<file path="src/rtl/chip8_pkg.sv">
// Shared types and constants for the CHIP-8 program/font memory port-A arbiter.
package chip8_pkg;

  localparam int unsigned ADDR_W = 12;
  localparam int unsigned DATA_W = 8;
  localparam int unsigned CNT_W  = ADDR_W + 1;

  localparam logic [ADDR_W-1:0] PROT_TOP   = 12'h200;
  localparam logic [CNT_W-1:0]  LD_CNT_MAX = {1'b1, {ADDR_W{1'b0}}};

  typedef enum logic {
    RUN  = 1'b0,
    LOAD = 1'b1
  } arb_state_t;

  typedef enum logic {
    TAG_CPU = 1'b0,
    TAG_DRW = 1'b1
  } rd_tag_t;

  typedef struct packed {
    logic              en;
    logic              we;
    logic [ADDR_W-1:0] addr;
    logic [DATA_W-1:0] wdata;
  } mem_req_t;

endpackage

</file>
<file path="src/rtl/chip8_rr_arb2.sv">
// Two-way round-robin picker between CPU and draw engine; owns the prio bit.
module chip8_rr_arb2
  import chip8_pkg::*;
(
  input  logic clk,
  input  logic rst_n,
  input  logic i_en,
  input  logic i_req_cpu,
  input  logic i_req_drw,
  output logic o_gnt_cpu_c,
  output logic o_gnt_drw_c
);

  // 0 favours the CPU, 1 favours the draw engine
  logic r_prio;

  always_comb begin
    o_gnt_cpu_c = i_en & i_req_cpu & (~i_req_drw | ~r_prio);
    o_gnt_drw_c = i_en & i_req_drw & (~i_req_cpu |  r_prio);
  end

  always_ff @(posedge clk or negedge rst_n) begin
    if (!rst_n) begin
      r_prio <= 1'b0;
    end else if (o_gnt_cpu_c) begin
      r_prio <= 1'b1;
    end else if (o_gnt_drw_c) begin
      r_prio <= 1'b0;
    end
  end

endmodule

</file>
<file path="src/rtl/chip8_mem_arbiter.sv">
// Port-A arbiter/sequencer for the CHIP-8 4 KB memory: loader, CPU and draw engine.
// Optional CPU write protection below PROT_TOP: define CHIP8_MEM_WRPROT_EN.
module chip8_mem_arbiter
  import chip8_pkg::*;
(
  input  logic              clk,
  input  logic              rst_n,
  input  logic              i_ld_start,
  input  logic              i_ld_done,
  input  logic              i_ld_req,
  input  logic [ADDR_W-1:0] i_ld_addr,
  input  logic [DATA_W-1:0] i_ld_wdata,
  output logic              o_ld_ack,
  output logic [CNT_W-1:0]  o_ld_count,
  input  logic              i_cpu_req,
  input  logic              i_cpu_we,
  input  logic [ADDR_W-1:0] i_cpu_addr,
  input  logic [DATA_W-1:0] i_cpu_wdata,
  output logic              o_cpu_ack,
  output logic              o_cpu_rvalid,
  output logic              o_cpu_hold,
  input  logic              i_drw_req,
  input  logic [ADDR_W-1:0] i_drw_addr,
  output logic              o_drw_ack,
  output logic              o_drw_rvalid,
  output logic [DATA_W-1:0] o_rdata,
  output logic              o_mem_en,
  output logic              o_mem_we,
  output logic [ADDR_W-1:0] o_mem_addr,
  output logic [DATA_W-1:0] o_mem_wdata,
  input  logic [DATA_W-1:0] i_mem_rdata,
  output logic              o_wp_err
);

  arb_state_t       r_state;
  arb_state_t       w_state_nxt;
  logic             w_arb_en;
  logic             w_gnt_cpu;
  logic             w_gnt_drw;
  logic             w_wp_blk;
  mem_req_t         w_mem;
  logic             r_rd_pend;
  rd_tag_t          r_rd_tag;
  logic [CNT_W-1:0] r_ld_count;

  assign w_arb_en = (r_state == RUN);

  chip8_rr_arb2 u_rr_arb2 (
    .clk         (clk),
    .rst_n       (rst_n),
    .i_en        (w_arb_en),
    .i_req_cpu   (i_cpu_req),
    .i_req_drw   (i_drw_req),
    .o_gnt_cpu_c (w_gnt_cpu),
    .o_gnt_drw_c (w_gnt_drw)
  );

`ifdef CHIP8_MEM_WRPROT_EN
  assign w_wp_blk = i_cpu_we && (i_cpu_addr < PROT_TOP);
`else
  assign w_wp_blk = 1'b0;
`endif

  always_ff @(posedge clk or negedge rst_n) begin
    if (!rst_n) begin
      r_state <= RUN;
    end else begin
      r_state <= w_state_nxt;
    end
  end

  // Next state, grants and the winning memory request
  always_comb begin
    w_state_nxt = r_state;
    o_ld_ack    = 1'b0;
    o_cpu_ack   = 1'b0;
    o_drw_ack   = 1'b0;
    w_mem       = '0;
    unique case (r_state)
      RUN: begin
        o_cpu_ack = w_gnt_cpu;
        o_drw_ack = w_gnt_drw;
        if (i_ld_start && !i_ld_done) begin
          w_state_nxt = LOAD;
        end
      end
      LOAD: begin
        o_ld_ack = i_ld_req;
        if (i_ld_done) begin
          w_state_nxt = RUN;
        end
      end
    endcase
    if (o_ld_ack) begin
      w_mem.en    = 1'b1;
      w_mem.we    = 1'b1;
      w_mem.addr  = i_ld_addr;
      w_mem.wdata = i_ld_wdata;
    end else if (o_cpu_ack) begin
      // A protected write is acked but never reaches the memory
      w_mem.en    = ~w_wp_blk;
      w_mem.we    = i_cpu_we & ~w_wp_blk;
      w_mem.addr  = i_cpu_addr;
      w_mem.wdata = i_cpu_wdata;
    end else if (o_drw_ack) begin
      w_mem.en    = 1'b1;
      w_mem.addr  = i_drw_addr;
    end
  end

  // Read-return tag: the memory answers one cycle after the ack
  always_ff @(posedge clk or negedge rst_n) begin
    if (!rst_n) begin
      r_rd_pend <= 1'b0;
      r_rd_tag  <= TAG_CPU;
    end else begin
      r_rd_pend <= (o_cpu_ack & ~i_cpu_we) | o_drw_ack;
      r_rd_tag  <= o_drw_ack ? TAG_DRW : TAG_CPU;
    end
  end

  always_ff @(posedge clk or negedge rst_n) begin
    if (!rst_n) begin
      r_ld_count <= '0;
    end else if ((r_state == RUN) && (w_state_nxt == LOAD)) begin
      r_ld_count <= '0;
    end else if (o_ld_ack && (r_ld_count != LD_CNT_MAX)) begin
      r_ld_count <= r_ld_count + CNT_W'(1);
    end
  end

`ifdef CHIP8_MEM_WRPROT_EN
  logic r_wp_err;

  always_ff @(posedge clk or negedge rst_n) begin
    if (!rst_n) begin
      r_wp_err <= 1'b0;
    end else if (o_cpu_ack && w_wp_blk) begin
      r_wp_err <= 1'b1;
    end
  end

  assign o_wp_err = r_wp_err;
`else
  assign o_wp_err = 1'b0;
`endif

  assign o_mem_en     = w_mem.en;
  assign o_mem_we     = w_mem.we;
  assign o_mem_addr   = w_mem.addr;
  assign o_mem_wdata  = w_mem.wdata;
  assign o_rdata      = i_mem_rdata;
  assign o_cpu_rvalid = r_rd_pend && (r_rd_tag == TAG_CPU);
  assign o_drw_rvalid = r_rd_pend && (r_rd_tag == TAG_DRW);
  assign o_cpu_hold   = (r_state == LOAD);
  assign o_ld_count   = r_ld_count;

endmodule

</file>
<file path="config.mk">
export PLATFORM = sky130hd
export DESIGN_NAME = chip8_mem_arbiter
export DESIGN_NICKNAME = d
export VERILOG_FILES = /design/src/rtl/chip8_pkg.sv /design/src/rtl/chip8_rr_arb2.sv /design/src/rtl/chip8_mem_arbiter.sv
export SDC_FILE = /design/constraint.sdc
export NUM_CORES = 1
export LEC_CHECK = 0
export CAP_MARGIN = 20
export CELL_PAD_IN_SITES_DETAIL_PLACEMENT = 0
export CELL_PAD_IN_SITES_GLOBAL_PLACEMENT = 1
export CORE_AREA = 5 5 85 87
export DETAILED_ROUTE_END_ITERATION = 10
export DIE_AREA = 0 0 90 92
export PLACE_DENSITY_LB_ADDON = 0.1
export SKIP_CTS_REPAIR_TIMING = 1
export SYNTH_ARGS = -nofsm -noshare
export SYNTH_HDL_FRONTEND = slang
export SYNTH_SLANG_ARGS = --single-unit
</file>
<file path="constraint.sdc">
create_clock -name clk -period 2 [get_ports clk]
set_clock_uncertainty 0.05 [all_clocks]
set_input_delay 0.4 -clock clk [delete_from_list [all_inputs] [get_ports clk]]
set_output_delay 0.4 -clock clk [all_outputs]
set_load 0.05 [all_outputs]
</file>
-- Yosys cells after proc, flatten, opt, wreduce, memory -nomap -nowiden
Cells that the tools add are included.
- equality and inequality tests: 1
- mux-type cells: 17
- reduce and logical (&&, ||, !) cells: 8
- add/sub/neg operators: 1
- bitwise logic cells: 14
- operators by type and width (kind ; count):
    $mux 13 ; 2
    $mux 12 ; 2
    $mux 22 ; 1
    $add 13x1->13 const B ; 1
    $ne 13x13->1 const B ; 1
    $mux 1 ; 10
    $mux 8 ; 1
    $not 1->1 ; 6
    $and 1x1->1 ; 5
    $logic_and 1x1->1 ; 5
    $reduce_bool 2->1 ; 2
    $or 1x1->1 ; 3
    $pmux 1 s2 ; 1
    $logic_not 1->1 ; 1
- logic and storage cells: 46
- output and inout port bits: 50
- bits of input ports: 68
- register bits: 17

-- Longest topological paths before layout
- depth in word-level cells: 7
- gate-level depth with buffers: 6
- depth with buffers taken out: 6

-- Hierarchy
From an unflattened synthesis, not the netlist that was laid out.
- cell total of the unflattened synthesis: 151
- area, all modules: 1297.5 um^2
- modules (own cells, without submodules) (module ; sequential area each (um^2) ; times used ; area each (um^2) ; cells an instance):
    chip8_mem_arbiter ; 400.4 ; 1 ; 1236.2 ; 143
    chip8_rr_arb2 ; 25.0 ; 1 ; 61.3 ; 8

-- Least setup slack after synthesis
Ideal clock, no wire load.
- path type: flip-flop to output port
- from: reg r_state (netlist: o_cpu_hold)
- to: out o_mem_wdata[1]
- buffers on the path: 2
- data required time: 1.550 ns
- path slack: -0.670 ns
- stages on the path, launching flop included: 5
- arrival time: 2.220 ns
- cells stage by stage: dfrtp_1 -> and2_1 -> buf_2 -> clkbuf_1 -> a22o_1
- RTL lines (element ; line ; source):
    start: declaration ; chip8_mem_arbiter.sv:35 ; arb_state_t r_state;
    start signal: assignment ; chip8_mem_arbiter.sv:68 ; r_state <= w_state_nxt;
    $mux 1 ; chip8_mem_arbiter.sv:79 ; unique case (r_state)
    named net o_ld_ack ; chip8_mem_arbiter.sv:13 ; output logic o_ld_ack,
    $mux 22 ; chip8_mem_arbiter.sv:94 ; if (o_ld_ack) begin
    end: declaration ; chip8_mem_arbiter.sv:30 ; output logic [DATA_W-1:0] o_mem_wdata,
The timed path passes the listed nets, and every way through them passes these cells.

-- Final worst setup path
- from: reg r_state (netlist: o_cpu_hold)
- to: out o_mem_addr[10]
- longest elaborated chain between the ends: 7
- ends and longest elaborated chain (element ; line ; source):
    $not 1->1 ; - ;
    $and 1x1->1 (2 in a row) ; chip8_rr_arb2.sv:19 ; o_gnt_drw_c = i_en & i_req_drw & (~i_req_cpu | r_prio);
    $mux 1 ; chip8_mem_arbiter.sv:79 ;
    $mux 12 ; chip8_mem_arbiter.sv:105 ; end else if (o_drw_ack) begin
    $mux 12 ; chip8_mem_arbiter.sv:99 ; end else if (o_cpu_ack) begin
    $mux 22 (*) ; chip8_mem_arbiter.sv:94 ;
    end: declaration ; chip8_mem_arbiter.sv:29 ; output logic [ADDR_W-1:0] o_mem_addr,
Mark *: on every way between the ends. The rest lies on a longest branch, timed or not.

==> impl_metrics.py <==
metrics = {
    "outcome": {
        "outcome": "finished with violations",
        "failed_checks": "setup timing",
    },
    "cells_and_area": {
        "nets": 310,
        "area_growth_syn_to_layout_pct": 117,
        "antenna_cells": 0,
        "drive_gt1_frac": 0.351,
        "finalCoreUtilization": 0.423,
        "layout_commonest_cell": "clkdlybuf4s50_1",
        "final_cell_mix": "56 x clkdlybuf4s50_1, 29 x buf_12, 25 x buf_4",
    },
    "floorplanning": {
        "dieArea_mm2": 0.00828,
        "initial_core_util": 0.195,
        "core-area_mm2": 0.00628,
        "rows": 29,
        "die_h_um": 92,
        "io_pins": 118,
        "fp.dieW_um": 90,
    },
    "clock_network": {
        "cts_tree": "yes",
        "cts_buffer_depth": 2,
        "cts_inserted_buffers": 3,
        "clk_latency_ns": 0.25,
        "htree_levels": 1,
        "clkTransAtPathRegs_ns": 0.07,
        "clock_sinks": 17,
        "clock-root-buffer": "clkbuf_8",
    },
    "power_and_ir_drop": {
        "netSwitchingFraction": 0.392,
        "vdd_drop_max_mv": 0.205,
        "p_clk_frac": 0.160,
        "power.static_leakage_uw": 0.00124,
        "intPower_uw": 959,
        "p_sw_uw": 618,
        "pwr-share-seq": 0.258,
        "cellPowerDensity_mw_per_mm2": 594,
        "pwr-share-comb": 0.582,
    },
    "worst_setup_path": {
        "worstPathRequired_ns": 1.55,
        "worst_path_most_repeated_cell": "buf_12",
        "path_buf_inv": 3,
        "cp_top_family": "flip-flops",
        "critPathLaunchType": "flop",
        "crit_fanout": 23,
        "slowest_stage": "dfrtp_2",
        "crit_arrival_ns": 1.59,
        "max_stage_delay_ns": 0.41,
        "end_kind": "primary output",
        "worstSetupPathType": "reg2out",
        "crit_chain": "nand2b_4, a21oi_2, buf_12, a222oi_1, inv_2, buf_12",
    },
    "synth": {
        "synthArstFlopShare": 1.00,
        "yosysSeqAreaShare": 0.348,
        "syn_inst": 138,
        "yosysUniqueCellTypes": 36,
        "synth_seq_cells": 17,
        "yosysWarnings": 0,
        "synth_nets": 208,
        "syn-cell-area_mm2": 0.00122,
        "synth_edf_count": 0,
        "syn_area_per_cell_um2": 8.85,
        "synth_flop_cell": "dfrtp_1",
    },
    "placement": {
        "portBuffers": 100,
        "preCtsSetupSlack_ns": -0.268,
        "dp_hpwl_um": 4230,
        "gp_congestion": 0.744,
    },
    "grt": {
        "antenna_found_initial": 0,
        "first_global_vias": 1580,
        "grt_overflow_total": 0,
        "grt_max_degree": 24,
        "grt_pass1_wl_um": 8200,
        "grt_usage": 0.120,
    },
    "sta": {
        "setup_viol_count_final": 14,
        "holdWs_ns": 0.431,
        "period_share": 1.02,
        "setup_ws_ns": -0.0386,
        "hold_viol": 0,
        "fmax_ghz": 0.491,
        "fin_crit_ns": 2.04,
        "slew_violations": 0,
        "rsz0062_at_grt": "yes",
    },
    "drt": {
        "route.detailed.drc": 0,
        "dr_total_vias": 1465,
        "drt_iter0_drc": 108,
        "wl_per_cell_um": 16.0,
        "detail-route-antenna-nets": 0,
        "drt_wl_total_um": 5060,
        "vias_per_cell": 4.64,
        "drt_pass1_iterations": 5,
    },
    "hold_path": {
        "hold_path.class": "in2async",
    },
    "job": {
        "maxCapViolCount": 0,
    },
}
-- through the flow --
| stage | setup TNS, ns | cells | area [um2] | power (uW) |
|---|---|---|---|---|
| floorplan | -0.426 | 138 | 1250 | 881 |
| global placement | -4.74 | 311 | 2590 | 1330 |
| detailed placement | -5.12 | 311 | 2590 | 1340 |
| CTS | -5.21 | 315 | 2640 | 1600 |
| global route | -1.95 | 316 | 2650 | 1660 |
| finish | -0.263 | 316 | 2650 | 1580 |
-- final cells by class --
cell class / instances / area, um2
fillers: 612 / 3620
repair buffers: 113 / 1370
multi-input cells: 89 / 658
flip-flops and latches: 17 / 427
well taps: 77 / 96.3
inverters: 16 / 60.1
clock buffers: 4 / 45.0
-- cell usage after synthesis (2+ instances only) --
| cell | number | area [um2] |
|---|---|---|
| nand2b_1 | 2 | 12.5 |
| xnor2_1 | 2 | 17.5 |
| nand4_1 | 2 | 12.5 |
| nor4b_1 | 2 | 17.5 |
| ha_1 | 2 | 25.0 |
| and2_1 | 2 | 12.5 |
| xor2_1 | 3 | 26.3 |
| nor2_1 | 9 | 33.8 |
| inv_1 | 16 | 60.1 |
| a21o_1 | 2 | 15.0 |
| buf_4 | 9 | 67.6 |
| o21ai_0 | 2 | 10.0 |
| nor2b_1 | 2 | 12.5 |
| buf_2 | 4 | 20.0 |
| a21oi_1 | 3 | 15.0 |
| dfrtp_1 | 17 | 425 |
| a222oi_1 | 12 | 120 |
| or3_1 | 2 | 12.5 |
| clkbuf_1 | 2 | 7.51 |
| nand3_1 | 5 | 25.0 |
| and3_1 | 2 | 12.5 |
| a22o_1 | 8 | 70.1 |
| mux2i_1 | 4 | 40.0 |
| nand2_1 | 12 | 45.0 |
-- final timing paths --
kind	startpoint	end	slack [ns]	depth (start not counted)
max in group asynchronous	rst_n	o_cpu_hold$_DFF_PN0_	1.25	2
hold / removal	rst_n	o_ld_count[11]$_DFFE_PN0P_	0.43	2
min in group clk	o_ld_count[12]$_DFFE_PN0P_	o_ld_count[12]$_DFFE_PN0P_	0.46	1
setup / recovery	o_cpu_hold$_DFF_PN0_	o_mem_addr[10]	-0.04	6
hold reg to reg	o_ld_count[12]$_DFFE_PN0P_	o_ld_count[12]$_DFFE_PN0P_	0.46	1
setup reg to reg	o_ld_count[1]$_DFFE_PN0P_	o_ld_count[1]$_DFFE_PN0P_	0.39	6
-- cells by family after synthesis --
kind of cell,synth area share
compound gates,0.208
xor+xnor,0.0359
fa+ha+maj,0.0205
buf+inv,0.136
flops,0.348
mux,0.0328
other cells,0.00307
simple gates,0.215
-- flip-flops by register name, indices dropped and copies added (netlist names) --
| signal | count |
|---|---|
| o_ld_count | 13 |
| r_rd_tag | 1 |
| u_rr_arb2.r_prio | 1 |
| o_cpu_hold | 1 |
| r_rd_pend | 1 |
-- power by group through the flow --
stage	sequential (uW)	combinational, uW	clock, uW
after floorplan	467	414	0
after global placement	412	921	0
after detailed placement	412	926	0
after CTS	406	928	262
after global routing	412	967	282
final	407	918	252
-- metal layers --
layer,global-route usage,vias up,wire length (um)
met2,0.194,83,2390
met4,0.0310,0,14
met3,0.0810,2,854
met1,0.128,682,1810
li1,-,698,-
met5,0,-,0
(Power assumes the default switching activity.)
